==> src/rtl/xc_malu_issue.sv <==
// Issue/retire controller for the multi-cycle MALU: holds one instruction's operands
// until the MALU answers, returns the result as one or two writeback beats, then flushes.
module xc_malu_issue #(
    parameter bit          MASK_EN   = 1'b1,
    parameter logic [31:0] LFSR_SEED = 32'h6A09E667
) (
    input  logic        clock,
    input  logic        resetn,

    input  logic        id_valid,
    output logic        id_ready,
    input  logic [13:0] id_uop,
    input  logic [4:0]  id_pw,
    input  logic [31:0] id_rs1,
    input  logic [31:0] id_rs2,
    input  logic [31:0] id_rs3,
    input  logic [4:0]  id_rd,
    input  logic        id_sel_hi,
    input  logic        kill,

    output logic        malu_valid,
    output logic [13:0] malu_uop,
    output logic [4:0]  malu_pw,
    output logic [31:0] malu_rs1,
    output logic [31:0] malu_rs2,
    output logic [31:0] malu_rs3,
    output logic        malu_flush,
    output logic [31:0] malu_flush_data,
    input  logic [63:0] malu_result,
    input  logic        malu_ready,

    output logic        wb_valid,
    input  logic        wb_ready,
    output logic [4:0]  wb_rd,
    output logic [31:0] wb_data
);

    typedef enum logic [4:0] {
        IDLE  = 5'b00001,
        BUSY  = 5'b00010,
        WB_LO = 5'b00100,
        WB_HI = 5'b01000,
        FLUSH = 5'b10000
    } state_t;

    localparam logic [31:0] LFSR_MASK = 32'h80200003;

    state_t      state_reg;
    state_t      state_next;
    logic [13:0] uop_reg;
    logic [4:0]  pw_reg;
    logic [31:0] rs1_reg;
    logic [31:0] rs2_reg;
    logic [31:0] rs3_reg;
    logic [4:0]  rd_reg;
    logic        sel_hi_reg;
    logic        pair_reg;
    logic [63:0] res_reg;
    logic [31:0] lfsr_reg;
    logic [31:0] lfsr_next;
    logic        accept;
    logic        capture;

    assign accept  = (state_reg == IDLE) && id_valid && !kill;
    assign capture = (state_reg == BUSY) && malu_ready && !kill;

    // Right-shifting Galois form; the feedback mask keeps the register out of the all-zero state.
    assign lfsr_next = {1'b0, lfsr_reg[31:1]} ^ (lfsr_reg[0] ? LFSR_MASK : 32'h0);

    always_ff @(posedge clock or negedge resetn) begin
        if (!resetn) begin
            state_reg <= IDLE;
            lfsr_reg  <= LFSR_SEED;
        end else begin
            state_reg <= state_next;
            lfsr_reg  <= lfsr_next;
        end
    end

    always_ff @(posedge clock or negedge resetn) begin
        if (!resetn) begin
            uop_reg    <= '0;
            pw_reg     <= '0;
            rs1_reg    <= '0;
            rs2_reg    <= '0;
            rs3_reg    <= '0;
            rd_reg     <= '0;
            sel_hi_reg <= 1'b0;
            pair_reg   <= 1'b0;
        end else if (accept) begin
            uop_reg    <= id_uop;
            pw_reg     <= id_pw;
            rs1_reg    <= id_rs1;
            rs2_reg    <= id_rs2;
            rs3_reg    <= id_rs3;
            rd_reg     <= id_rd;
            sel_hi_reg <= id_sel_hi;
            pair_reg   <= |id_uop[13:10];
        end
    end

    always_ff @(posedge clock or negedge resetn) begin
        if (!resetn) begin
            res_reg <= '0;
        end else if (capture) begin
            res_reg <= malu_result;
        end
    end

    always_comb begin
        state_next      = state_reg;
        id_ready        = 1'b0;
        malu_valid      = 1'b0;
        malu_flush      = 1'b0;
        malu_flush_data = 32'h0;
        wb_valid        = 1'b0;
        wb_rd           = 5'h0;
        wb_data         = 32'h0;
        unique case (state_reg)
            IDLE: begin
                id_ready = !kill;
                if (accept) begin
                    state_next = BUSY;
                end
            end
            BUSY: begin
                malu_valid = 1'b1;
                if (kill) begin
                    state_next = FLUSH;
                end else if (malu_ready) begin
                    state_next = WB_LO;
                end
            end
            WB_LO: begin
                wb_valid = 1'b1;
                if (pair_reg) begin
                    wb_rd   = {rd_reg[4:1], 1'b0};
                    wb_data = res_reg[31:0];
                end else begin
                    wb_rd   = rd_reg;
                    wb_data = sel_hi_reg ? res_reg[63:32] : res_reg[31:0];
                end
                // A beat accepted in the same cycle as kill still retires, but nothing follows it.
                if (kill) begin
                    state_next = FLUSH;
                end else if (wb_ready) begin
                    state_next = pair_reg ? WB_HI : FLUSH;
                end
            end
            WB_HI: begin
                wb_valid = 1'b1;
                wb_rd    = {rd_reg[4:1], 1'b1};
                wb_data  = res_reg[63:32];
                if (kill || wb_ready) begin
                    state_next = FLUSH;
                end
            end
            FLUSH: begin
                malu_flush      = 1'b1;
                malu_flush_data = MASK_EN ? lfsr_reg : 32'h0;
                state_next      = IDLE;
            end
            default: begin
                state_next = IDLE;
            end
        endcase
    end

    assign malu_uop = uop_reg;
    assign malu_pw  = pw_reg;
    assign malu_rs1 = rs1_reg;
    assign malu_rs2 = rs2_reg;
    assign malu_rs3 = rs3_reg;

endmodule

==> config.mk <==
export PLATFORM = sky130hd
export DESIGN_NAME = xc_malu_issue
export DESIGN_NICKNAME = d
export VERILOG_FILES = /design/src/rtl/xc_malu_issue.sv
export SDC_FILE = /design/constraint.sdc
export NUM_CORES = 1
export LEC_CHECK = 0
export CAP_MARGIN = 20
export CELL_PAD_IN_SITES_DETAIL_PLACEMENT = 0
export CELL_PAD_IN_SITES_GLOBAL_PLACEMENT = 1
export CORE_MARGIN = 2
export CORE_UTILIZATION = 36
export CTS_CLUSTER_DIAMETER = 80
export DETAILED_ROUTE_END_ITERATION = 8
export PLACE_DENSITY_LB_ADDON = 0.1
export RECOVER_POWER = 100
export SLEW_MARGIN = 20
export SYNTH_ARGS = -nofsm -noshare
export SYNTH_HDL_FRONTEND = slang
export SYNTH_SLANG_ARGS = --single-unit
export TNS_END_PERCENT = 20
==> constraint.sdc <==
create_clock -name clock -period 3.6 [get_ports clock]
set_input_delay 1.08 -clock clock [delete_from_list [all_inputs] [get_ports clock]]
set_output_delay 1.08 -clock clock [all_outputs]
set_load 0.1 [all_outputs]
* After elaboration in Yosys (flattened, before gate mapping)
Cells that the tools add are included.
** Operators by class
- Add/subtract/negate cells :: 0
- $mul :: 0
- Divide/modulo/power cells :: 0
- Order comparisons :: 0
- Eq/ne operators :: 9
- Shift operators :: 0
- Muxes and demuxes :: 19
- Bitwise logic cells :: 1
- Reductions and logical operators :: 9
** Operators with widths (count)
- 2-to-1 mux 32 bit :: 4
- case mux 32 bit (2 select lines) :: 1
- 2-to-1 mux 5 bit :: 7
- bitwise XOR 31 x 32 -> 32 bit :: 1
- case mux 5 bit (4 select lines) :: 1
- case mux 5 bit (2 select lines) :: 1
- != test 3 bit, second input constant :: 2
- equality test 5 x 1 -> 1 bit, second input constant :: 1
- equality test 5 x 2 -> 1 bit, second input constant :: 1
- equality test 5 x 3 -> 1 bit, second input constant :: 1
- equality test 5 x 4 -> 1 bit, second input constant :: 1
- equality test 5 bit, second input constant :: 1
- 2-to-1 mux 1 bit :: 5
- logical AND 1 bit :: 4
- != test 2 bit, second input constant :: 2
- AND reduction 4 bit :: 1
- OR reduction 4 bit :: 1
- OR reduction 2 bit :: 1
- logical NOT 1 bit :: 1
- logical OR 1 bit :: 1
** Storage, ports and cells
- Flip-flop bits (word level) :: 223
- Bits in latches :: 0
- Bits in writable memories :: 0
- Memory bits (read-only) :: 0
- Input port bits :: 191
- Output and inout bits :: 188
- Word-level logic and storage cells :: 49
- Memories kept :: 0

* Longest topological paths before layout
Gate-level depths: netlist of run 1.
- Word-level depth :: 5
- Depth in mapped cells :: 7

* Least setup slack after synthesis of run 1
OpenSTA, ideal clock, no wires.
- Path kind :: reg-to-output
- From :: reg state_reg[1]
- To :: out wb_rd[1]
- Arrival time :: 3458 ps
- Slack :: -938 ps
- Cell stages (with the launch flop) :: 5
- Buffers on the path :: 1
- Cell sequence :: dfrtp_1 -> or3_1 -> buf_2 -> a21oi_1 -> and2_1
** Between the ends
- Cells in the longest elaborated chain, start to end :: 2
- Elaborated cells between the ends (all ways) :: 3
- Those cells by class :: 2 x eq/ne; 1 x mux
** RTL lines
- start: declaration :: line 48 : state_t state_reg;
- start signal: assignment :: line 75 : state_reg <= state_next;
- equality test 5 x 4 -> 1 bit or equality test 5 x 3 -> 1 bit (tied branches) :: line 119 : unique case (state_reg)
- case mux 5 bit (2 select lines) * :: line 119
- end: declaration :: line 34 : output logic [4:0] wb_rd,
Mark *: on every way between the ends. The rest lies on a longest branch, timed or not.

* Final worst setup path of run 1
- From :: reg state_reg[1]
- To :: out wb_data[25]
** Between the ends
- Cells in the longest elaborated chain, start to end :: 2
- Elaborated cells between the ends (all ways) :: 3
- Those cells by class :: 2 x eq/ne; 1 x mux
** RTL lines
- equality test 5 x 4 -> 1 bit or equality test 5 x 3 -> 1 bit (tied branches) :: line 119
- case mux 32 bit (2 select lines) * :: line 119
- end: declaration :: line 35 : output logic [31:0] wb_data
Marks and branches as above.

==> results of run 1 <==
==> metal layers <==
layer	part of all wire, %	track usage [%]	up-vias
met1	37	20.8	3066
met2	51	33.4	260
met3	9.2	6.91	42
li1	-	-	2810
met4	2.3	5.15	2
met5	0.044	0	-
==> power groups by stage <==
stage / Combinational [mW] / Sequential [mW] / Clock (mW)
floorplan: 0.619 / 5.76 / 0
global placement: 4.09 / 3.31 / 0
detailed placement: 4.13 / 3.33 / 0
CTS: 4.13 / 3.30 / 2.61
global route: 3.82 / 3.35 / 2.73
finish: 3.70 / 3.28 / 2.52
==> cell families (layout without fill, tap and decap cells) <==
family / count (synthesis) / in the layout / synth area share (%)
buffers and inverters: 38 / 441 / 2.36
DFF: 223 / 223 / 62.8
and+or+nand+nor: 92 / 92 / 5.55
other: 0 / 1 / 0
muxes: 186 / 186 / 25.5
xor gates and xnor gates: 3 / 3 / 0.295
AOI/OAI and AO/OA: 43 / 43 / 3.48
==> per-stage QoR <==
step / cell area (µm²) / TNS, ns / power, mW / setup WS, ns
finish: 12800 / 0 / 9.51 / 0.127
global route: 12800 / 0 / 9.90 / 0.0173
CTS: 14000 / 0 / 10.0 / 0.0366
detailed placement: 13100 / 0 / 7.46 / 0.593
global placement: 13100 / 0 / 7.41 / 0.586
floorplan: 8930 / -3.98 / 6.38 / -0.133
==> layout by cell type, fill, tap and decap left out, types with 12 or more instances in the layout <==
cell type,synthesis,layout
a22oi_1,33,33
clkbuf_1,13,124
clkbuf_16,0,25
and2_1,36,32
dfrtp_1,206,206
nor2_1,35,35
mux2_2,136,136
clkbuf_2,0,12
mux2_1,0,46
clkbuf_4,0,49
clkdlybuf4s50_1,0,188
==> worst register-to-register path, cell delays in order (launching register included) <==
cell and delay [ns]:
dfrtp_1 0.42, nor3_1 0.40, and3b_1 0.38, nand3b_1 0.64
clkbuf_2 0.56, mux2_1 0.44
==> layout make-up <==
class	count	area, µm²
Antenna cell	1	2.50
Clock buffer	37	721
Clock inverter	9	98.8
Fill cell	2216	11500
Inverter	3	11.3
Multi-Input combinational cell	324	2950
Sequential cell	223	5600
Tap cell	324	405
Timing Repair Buffer	392	3040
==> worst paths after layout <==
path	start	endpoint	slack, ns	cells after the start
setup / recovery	state_reg[1]$_DFFE_PN0P_	wb_data[25]	0.13	4
max in group asynchronous	resetn	lfsr_reg[20]$_DFF_PN0_	0.61	2
setup reg to reg	state_reg[3]$_DFFE_PN0P_	res_reg[15]$_DFFE_PN0P_	0.65	5
hold / removal	lfsr_reg[30]$_DFF_PN1_	lfsr_reg[29]$_DFF_PN1_	0.36	0
min in group asynchronous	resetn	lfsr_reg[8]$_DFF_PN0_	1.04	1
hold reg to reg	lfsr_reg[30]$_DFF_PN1_	lfsr_reg[29]$_DFF_PN1_	0.36	0
==> run summary, run 1 <==
Fin crit period: 3.47 ns
Die Area: 26100 µm²
Fin util: 52.8%
Final setup fails: 0
Sw power: 4.27 mW
Sequential cell area fraction in the yosys report: 62.8%
Clock network fraction of design power: 26.6%
Post-CTS setup buffers: 0
Final Non-Filler Cells: 1313
Synth Flop Type: dfrtp_1
Max-cap violation count: 1
Critical Path End Type: output port
Synth Register Bits: 223
DRC Markers: 0
Clk pin slew, worst setup/hold paths: 0.06 ns
Detailed Route WL: 24800 µm
Top-count cell post-synth: dfrtp_1
Max clock buf depth: 3
HPWL Detailed: 18400 µm
Hold Vio Cnt, Final: 0
WP data arrival: 2.39 ns
IO buf count: 378
Max VDD drop: 0.519 mV
Worst Skew: 0.0182 ns
EDFF count, synth: 0
Relative slew slack: -24.0%
Yosys top cell area share: 57.8%
Sw frac: 45.0%
Worst-path cell chain: or3_2, buf_4, nor2_1, clkbuf_4
Failing checks: max-capacitance violations, max-slew violations
RSZ-0062 raised after global routing: false
Cell area after synthesis: 8920 µm²
Largest net degree at the start of global routing: 73
Max-slew violation count: 73
Worst hold path class: flip-flop to flip-flop
Die Wd: 161 µm
Period utilization: 96.5%
First-pass GRT wire length: 38600 µm
Worst-skew pair later-pin latency: 0.52 ns
Top Family by Delay on Critical Path: simple AND/OR/NAND/NOR gates
Critical path's slowest cell: or3_2
Row Count: 57
Critical Path RT: 2.52 ns
Run status: complete, but fails checks
Cts hold-fix bufs: 0
Seq pwr share: 34.6%
Minimum hold slack: 0.364 ns
Pleak: 5.64 nW
CP startpoint kind: flip-flop
CTS tree: done
Root buffer selected by CTS: clkbuf_16
CTS HTree Levels: 1
Placed insts: 1266
Initial core utilization: 36.7%
Via count: 6180
Combinational Power Share: 38.9%
Cells after Synth: 585
Die Y: 161 µm
Crit Path Max Fanout: 22
Tot GR Track Use: 18.7%
Max reg flops: 64
Placer Congestion: 0.802
CP Buf/Inv Count: 2
PD cells: 741 nW/µm²
Antenna Nets Post-Route: 0
Synth area leader: dfrtp_1
Vias per inst: 4.71
Routed WL per cell: 18.9 µm
Total grt overflow: 0
Share of layout cells above drive strength 1: 28.3%
CTS Sinks: 223
Worst slew pin tran: 1.86 ns
CTS buffer count: 25
Internal power: 5.23 mW
Core ar.: 24300 µm²
Worst Path Class, Setup: flip-flop to output port
Peak Freq: 288 MHz
Area Growth Syn to Fin: 43.8%
Top cells by area, synth: dfrtp_1 58%, mux2_2 17%, mux2_4 8.2%
Initial antenna violation count: 2
Asr flop ratio synth: 100%
Syn. warnings: 0
Vias in the first global route: 6890
Iter 0 DRT Violations: 221
IO Pins: 379
Post-cts sizing count: 0
Syn Area/Cell: 15.2 µm²
Commonest cells post-synth: 206 x dfrtp_1, 136 x mux2_2, 49 x mux2_4, 36 x and2_1, 35 x nor2_1
Post-layout net count: 1160
Syn Nets: 776
Synth unique cells: 33
DRT Pass-1 Iters: 4
Crit path largest cell delay: 0.70 ns
No activity file was read; power rests on OpenSTA's default activity.
==> run 2, diff against run 1 <==
Settings changed: CORE_UTILIZATION 36 to 37, CTS_BUF_LIST set to sky130_fd_sc_hd__clkbuf_8.
==> run 2 against run 1 <==
- the run still ends with max-capacitance violations, max-slew violations left
- critical path depth is 2 higher
- clock skew is 0.0013 ns higher
- critical endpoint is now wb_data[12]
- largest cell class unchanged
- clock-buffer cell count is 16 higher
- register-to-register slack better by 0.31 ns
- global-route usage is 0.71 points higher
- utilization is 2.8 points higher
- sequential power hardly changed
- non-clock buffer count is 1 lower
- largest power group unchanged
- highest routed layer is now met4
==> run summary, run 2 (synthesized netlist as in run 1, its figures left out) <==
Initial core utilization: 37.9% (was 36.7%)
Most frequent cells in the layout: 206 x dfrtp_1, 188 x clkdlybuf4s50_1, 136 x mux2_2 (unchanged)
Critical path's slowest cell: dfrtp_1 (was or3_2)
Worst-skew pair later-pin latency: 0.52 ns (about the same)
Fin crit period: 3.46 ns (was 3.47 ns)
Gr busiest metal: met2 (unchanged)
Routed WL per cell: 18.8 µm (was 18.9 µm)
Post-layout power: 9.33 mW (was 9.51 mW)
Max VDD drop: 0.453 mV (was 0.519 mV)
Critical Path RT: 2.52 ns (about the same)
DRC Markers: 0 (unchanged)
Area Growth Syn to Fin: 46.5% (was 43.8%)
Most common cell after layout, fill and taps aside: dfrtp_1 (unchanged)
Largest net degree at the start of global routing: 82 (was 73)
Pleak: 5.74 nW (was 5.64 nW)
IO Pins: 379 (unchanged)
Post-CTS setup buffers: 0 (unchanged)
IO buf count: 378 (unchanged)
Vias in the first global route: 6782 (was 6890)
WP data arrival: 2.38 ns (was 2.39 ns)
Placer Congestion: 0.805 (was 0.802)
Final setup fails: 0 (unchanged)
PD cells: 713 nW/µm² (was 741 nW/µm²)
Vias per inst: 4.65 (was 4.71)
Via count: 6203 (was 6180)
Worst Skew: 0.0195 ns (was 0.0182 ns)
Max reg flops: 64 (unchanged)
First-pass GRT wire length: 39000 µm (was 38600 µm)
RSZ-0062 raised after global routing: false (unchanged)
Max clock buf depth: 3 (unchanged)
Post-layout net count: 1174 (was 1160)
Met2 usage: 33.8% (was 33.4%)
CTS buffer count: 40 (was 25)
Hold Vio Cnt, Final: 0 (unchanged)
Crit path largest cell delay: 0.42 ns (was 0.70 ns)
Initial antenna violation count: 1 (was 2)
Root buffer selected by CTS: clkbuf_8 (was clkbuf_16)
Final Non-Filler Cells: 1334 (was 1313)
Filler instances: 2075 (was 2216)
CTS Sinks: 223 (unchanged)
Crit Path Max Fanout: 32 (was 22)
Core ar.: 23500 µm² (was 24300 µm²)
Worst hold path class: flip-flop to flip-flop (unchanged)
M1 GR Usage: 22.0% (was 20.8%)
DRT Pass-1 Iters: 4 (unchanged)
Clk pin slew, worst setup/hold paths: 0.06 ns (about the same)
Relative slew slack: -35.7% (was -24.0%)
Total grt overflow: 0 (unchanged)
Die Y: 159 µm (was 161 µm)
Peak Freq: 289 MHz (was 288 MHz)
CP startpoint kind: flip-flop (unchanged)
Failing checks: max-capacitance violations, max-slew violations (unchanged)
HPWL Detailed: 18300 µm (was 18400 µm)
Die Wd: 159 µm (was 161 µm)
Max-cap violation count: 1 (unchanged)
Worst Path Class, Setup: flip-flop to output port (unchanged)
Share of layout cells above drive strength 1: 29.4% (was 28.3%)
Period utilization: 96.0% (was 96.5%)
CTS HTree Levels: 2 (was 1)
Worst-path cell chain: nand2b_1, o21ai_2, buf_6, a22oi_1, nor2_1, clkbuf_4 (was or3_2, buf_4, nor2_1, clkbuf_4)
CTS tree: done (unchanged)
Die Area: 25400 µm² (was 26100 µm²)
Tot GR Track Use: 19.4% (was 18.7%)
Run status: complete, but fails checks (unchanged)
Worst slew pin tran: 2.04 ns (was 1.86 ns)
Iter 0 DRT Violations: 187 (was 221)
Row Count: 56 (was 57)
Met3 usage: 7.58% (was 6.91%)
Max-slew violation count: 81 (was 73)
Antenna Nets Post-Route: 0 (unchanged)
Critical Path End Type: output port (unchanged)
Placed insts: 1260 (was 1266)
Detailed Route WL: 25000 µm (was 24800 µm)
## run 2: cell types whose count changed in the layout (fill, tap and decap cells not counted), sizes merged
cell and delta:
buf +14, inv +12, bufinv -2, clkinv -2, clkinvlp +2, clkbuf +1
diode +1
## run 2: area by class of cell
class | instances | area [µm²] | share of cell area (%)
flip-flops and latches | 223 | 5600 | 42.8
repair buffers | 391 | 3300 | 25.3
multi-input cells | 324 | 2940 | 22.5
clock buffers | 53 | 729 | 5.58
well taps | 319 | 399 | 3.05
clock inverters | 19 | 83.8 | 0.641
inverters | 3 | 11.3 | 0.0861
diodes | 2 | 5.00 | 0.0383
## run 2: power by group
group | switching [mW] | internal [mW]
Clock | 1.02 | 1.31
Combinational | 3.02 | 0.691
Sequential | 0.264 | 3.02
Total | 4.31 | 5.02
## run 2: critical path, delay by kind of cell (launching register included)
kind,cells,cell delay (ns)
compound gates,2,0.33
simple gates,2,0.45
flops,1,0.42
buf+inv,2,0.64
## run 2: what timing repair did
item	4_1_cts	5_1_grt
endpoints found under the setup margin	2	0
hold buffers	0	0
gates resized for setup	1	0
## run 2: routing by layer
metal	share of wire, %	vias up
li1	-	2844
met1	38	3048
met2	50	261
met3	8.8	50
met4	2.3	0
met5	0	-
## run 2: path summary, 6_finish.rpt
check | startpoint | endpoint | slack (ns) | cells after the start
min | lfsr_reg[16]$_DFF_PN1_ | lfsr_reg[15]$_DFF_PN1_ | 0.37 | 0
max reg2reg | state_reg[3]$_DFFE_PN0P_ | res_reg[45]$_DFFE_PN0P_ | 0.96 | 5
max | state_reg[3]$_DFFE_PN0P_ | wb_data[12] | 0.14 | 6
min reg2reg | lfsr_reg[16]$_DFF_PN1_ | lfsr_reg[15]$_DFF_PN1_ | 0.37 | 0
max in group asynchronous | resetn | res_reg[8]$_DFFE_PN0P_ | 0.57 | 2
min in group asynchronous | resetn | lfsr_reg[12]$_DFF_PN0_ | 1.11 | 1
## run 2: stage by stage
step | hold WS, ns | setup TNS, ns | cell area [µm²] | setup WS, ns | utilization, %
finish | 0.366 | 0 | 13100 | 0.144 | 55.5
global route | 0.371 | 0 | 13100 | 0.0122 | 55.5
CTS | 0.365 | 0 | 14200 | 0.0784 | 60.2
detailed placement | 0.355 | 0 | 13400 | 0.515 | 56.7
global placement | 0.354 | 0 | 13400 | 0.514 | 56.7
floorplan | 0.346 | -3.98 | 8930 | -0.133 | -
==> run 3, diff against run 2 <==
Settings changed: CORE_MARGIN 2 to unset, CTS_CLUSTER_DIAMETER 80 to 150, REMOVE_ABC_BUFFERS set to 1.
==> run 3 against run 2 <==
- the flow still finishes with violations (max-capacitance violations, max-slew violations)
- register-to-register slack worse by 0.28 ns
- wire length down 2.4%
- design area up 0.92%
- first-iteration DRC count up 60%
- die area down 2.5%
- worst hold slack worse by 0.0043 ns
- sequential power about the same
- worst setup slack better by 0.030 ns
- combinational power about the same
- largest cell class unchanged
- largest power group unchanged
- highest routed layer unchanged
==> run summary, run 3 (synthesized netlist as in run 1, its figures left out) <==
Run status: complete, but fails checks (unchanged)
Failing checks: max-capacitance violations, max-slew violations (unchanged)
Vias per inst: 4.67 (was 4.65)
Fin crit period: 3.43 ns (was 3.46 ns)
First-pass GRT wire length: 37600 µm (was 39000 µm)
Max-cap violation count: 1 (unchanged)
CTS HTree Levels: 2 (unchanged)
Max reg flops: 64 (unchanged)
Top Family by Delay on Critical Path: buffers and inverters (unchanged)
Worst Skew: 0.0145 ns (was 0.0195 ns)
Crit path launch: kill (was state_reg[3]$_DFFE_PN0P_)
IO Pins: 379 (unchanged)
Die Wd: 157 µm (was 159 µm)
Die Y: 157 µm (was 159 µm)
Root buffer selected by CTS: clkbuf_8 (unchanged)
Detailed Route WL: 24500 µm (was 25000 µm)
Initial antenna violation count: 1 (unchanged)
Core ar.: 23500 µm² (unchanged)
Final setup fails: 0 (unchanged)
CP Buf/Inv Count: 4 (was 2)
Worst-skew pair later-pin latency: 0.52 ns (about the same)
Via count: 6243 (was 6203)
CTS Sinks: 223 (unchanged)
Max VDD drop: 0.575 mV (was 0.453 mV)
Area Growth Syn to Fin: 47.9% (was 46.5%)
Most common cell after layout, fill and taps aside: dfrtp_1 (unchanged)
Peak Freq: 292 MHz (was 289 MHz)
Most frequent cells in the layout: 206 x dfrtp_1, 188 x clkdlybuf4s50_1, 136 x mux2_2 (unchanged)
Cts hold-fix bufs: 0 (unchanged)
Final setup TNS: 0 ns (unchanged)
Max clock buf depth: 3 (unchanged)
Launching point of the worst reg2reg path: state_reg[3]$_DFFE_PN0P_ (unchanged)
CP startpoint kind: input pin (was flip-flop)
CTS buffer count: 41 (was 40)
Worst-path cell chain: dlygate4sd3_1, clkbuf_1, nand4b_1, clkbuf_2, buf_6, mux2_2 (was nand2b_1, o21ai_2, buf_6, a22oi_1, nor2_1, clkbuf_4)
Relative slew slack: -23.6% (was -35.7%)
Placer Congestion: 0.744 (was 0.805)
Iter 0 DRT Violations: 300 (was 187)
Routed WL per cell: 18.3 µm (was 18.8 µm)
Post-CTS setup buffers: 0 (unchanged)
Period utilization: 95.2% (was 96.0%)
WP data arrival: 3.82 ns (was 2.38 ns)
Hold Vio Cnt, Final: 0 (unchanged)
Worst hold path class: flip-flop to flip-flop (unchanged)
Row Count: 56 (unchanged)
Max-slew violation count: 72 (was 81)
Minimum hold slack: 0.361 ns (was 0.366 ns)
Pleak: 5.85 nW (was 5.74 nW)
Antenna Nets Post-Route: 0 (unchanged)
HPWL Detailed: 17600 µm (was 18300 µm)
Critical Path RT: 3.99 ns (was 2.52 ns)
Share of layout cells above drive strength 1: 30.0% (was 29.4%)
IO buf count: 378 (unchanged)
Crit Path Max Fanout: 44 (was 32)
RSZ-0062 raised after global routing: true (was false)
Hold_sp: lfsr_reg[10]$_DFF_PN1_ (was lfsr_reg[16]$_DFF_PN1_)
Tot GR Track Use: 20.0% (was 19.4%)
DRT Pass-1 Iters: 4 (unchanged)
Die Area: 24700 µm² (was 25400 µm²)
Critical path's slowest cell: clkbuf_2 (was dfrtp_1)
Initial core utilization: 37.9% (unchanged)
Post-cts sizing count: 0 (was 1)
Critical Path End Type: flip-flop (was output port)
Total grt overflow: 0 (unchanged)
Vias in the first global route: 6865 (was 6782)
Clk pin slew, worst setup/hold paths: 0.06 ns (about the same)
Largest net degree at the start of global routing: 73 (was 82)
Worst slew pin tran: 1.85 ns (was 2.04 ns)
CTS tree: done (unchanged)
Crit path largest cell delay: 0.84 ns (was 0.42 ns)
PD cells: 712 nW/µm² (was 713 nW/µm²)
Post-layout net count: 1176 (was 1174)
DRC Markers: 0 (unchanged)
Worst Path Class, Setup: input pin to flip-flop (was flip-flop to output port)
==> run 3: changes by cell type in the layout (fill, tap and decap cells not counted), sizes merged <==
cell	delta
buf	+32
clkbuf	-28
clkinv	-2
clkinvlp	-1
diode	-1
inv	+2
==> run 3: power by group <==
group | internal [mW] | leakage, nW | total [mW] | switching (mW)
clock network | 1.38 | 0.491 | 2.41 | 1.03
registers | 3.02 | 2.74 | 3.28 | 0.263
logic | 0.695 | 2.62 | 3.70 | 3.01
total | 5.09 | 5.85 | 9.39 | 4.30
==> run 3: layout make-up <==
cell class / instances / area, µm²
diodes: 1 / 2.50
clock buffers: 56 / 771
clock inverters: 18 / 73.8
fillers: 2103 / 10300
inverters: 3 / 11.3
multi-input cells: 324 / 2950
flip-flops and latches: 223 / 5600
well taps: 319 / 399
repair buffers: 392 / 3390
==> run 3: path summary, 6_finish.rpt <==
path	depth (start not counted)	endpoint	slack, ns
worst min register to register	0	lfsr_reg[9]$_DFF_PN1_	0.36
max in group asynchronous	2	malu_rs3[18]$_DFFE_PN0P_	0.79
worst max-delay path	6	malu_rs3[15]$_DFFE_PN0P_	0.17
worst max register to register	5	res_reg[46]$_DFFE_PN0P_	0.68
worst min-delay path	0	lfsr_reg[9]$_DFF_PN1_	0.36
min in group asynchronous	1	res_reg[52]$_DFFE_PN0P_	1.06
==> run 3: through the flow <==
step	power (mW)	setup WS (ns)	cell area, µm²	util, %	cells
CTS	9.95	0.0212	14000	59.4	1335
detailed placement	7.46	0.601	13100	55.8	1261
global placement	7.41	0.581	13100	55.8	1261
finish	9.39	0.174	13200	56.0	1336
floorplan	6.40	-2.46	8720	-	550
global route	9.77	-0.00693	13200	56.0	1336
==> run 3: routing by layer <==
| metal | GRT usage (%) | vias to the layer above | routed length, µm |
|---|---|---|---|
| met5 | 0 | - | 0 |
| met4 | 9.20 | 0 | 796 |
| met3 | 7.19 | 48 | 2210 |
| met2 | 33.8 | 266 | 12500 |
| met1 | 22.5 | 3085 | 8920 |
| li1 | - | 2844 | - |
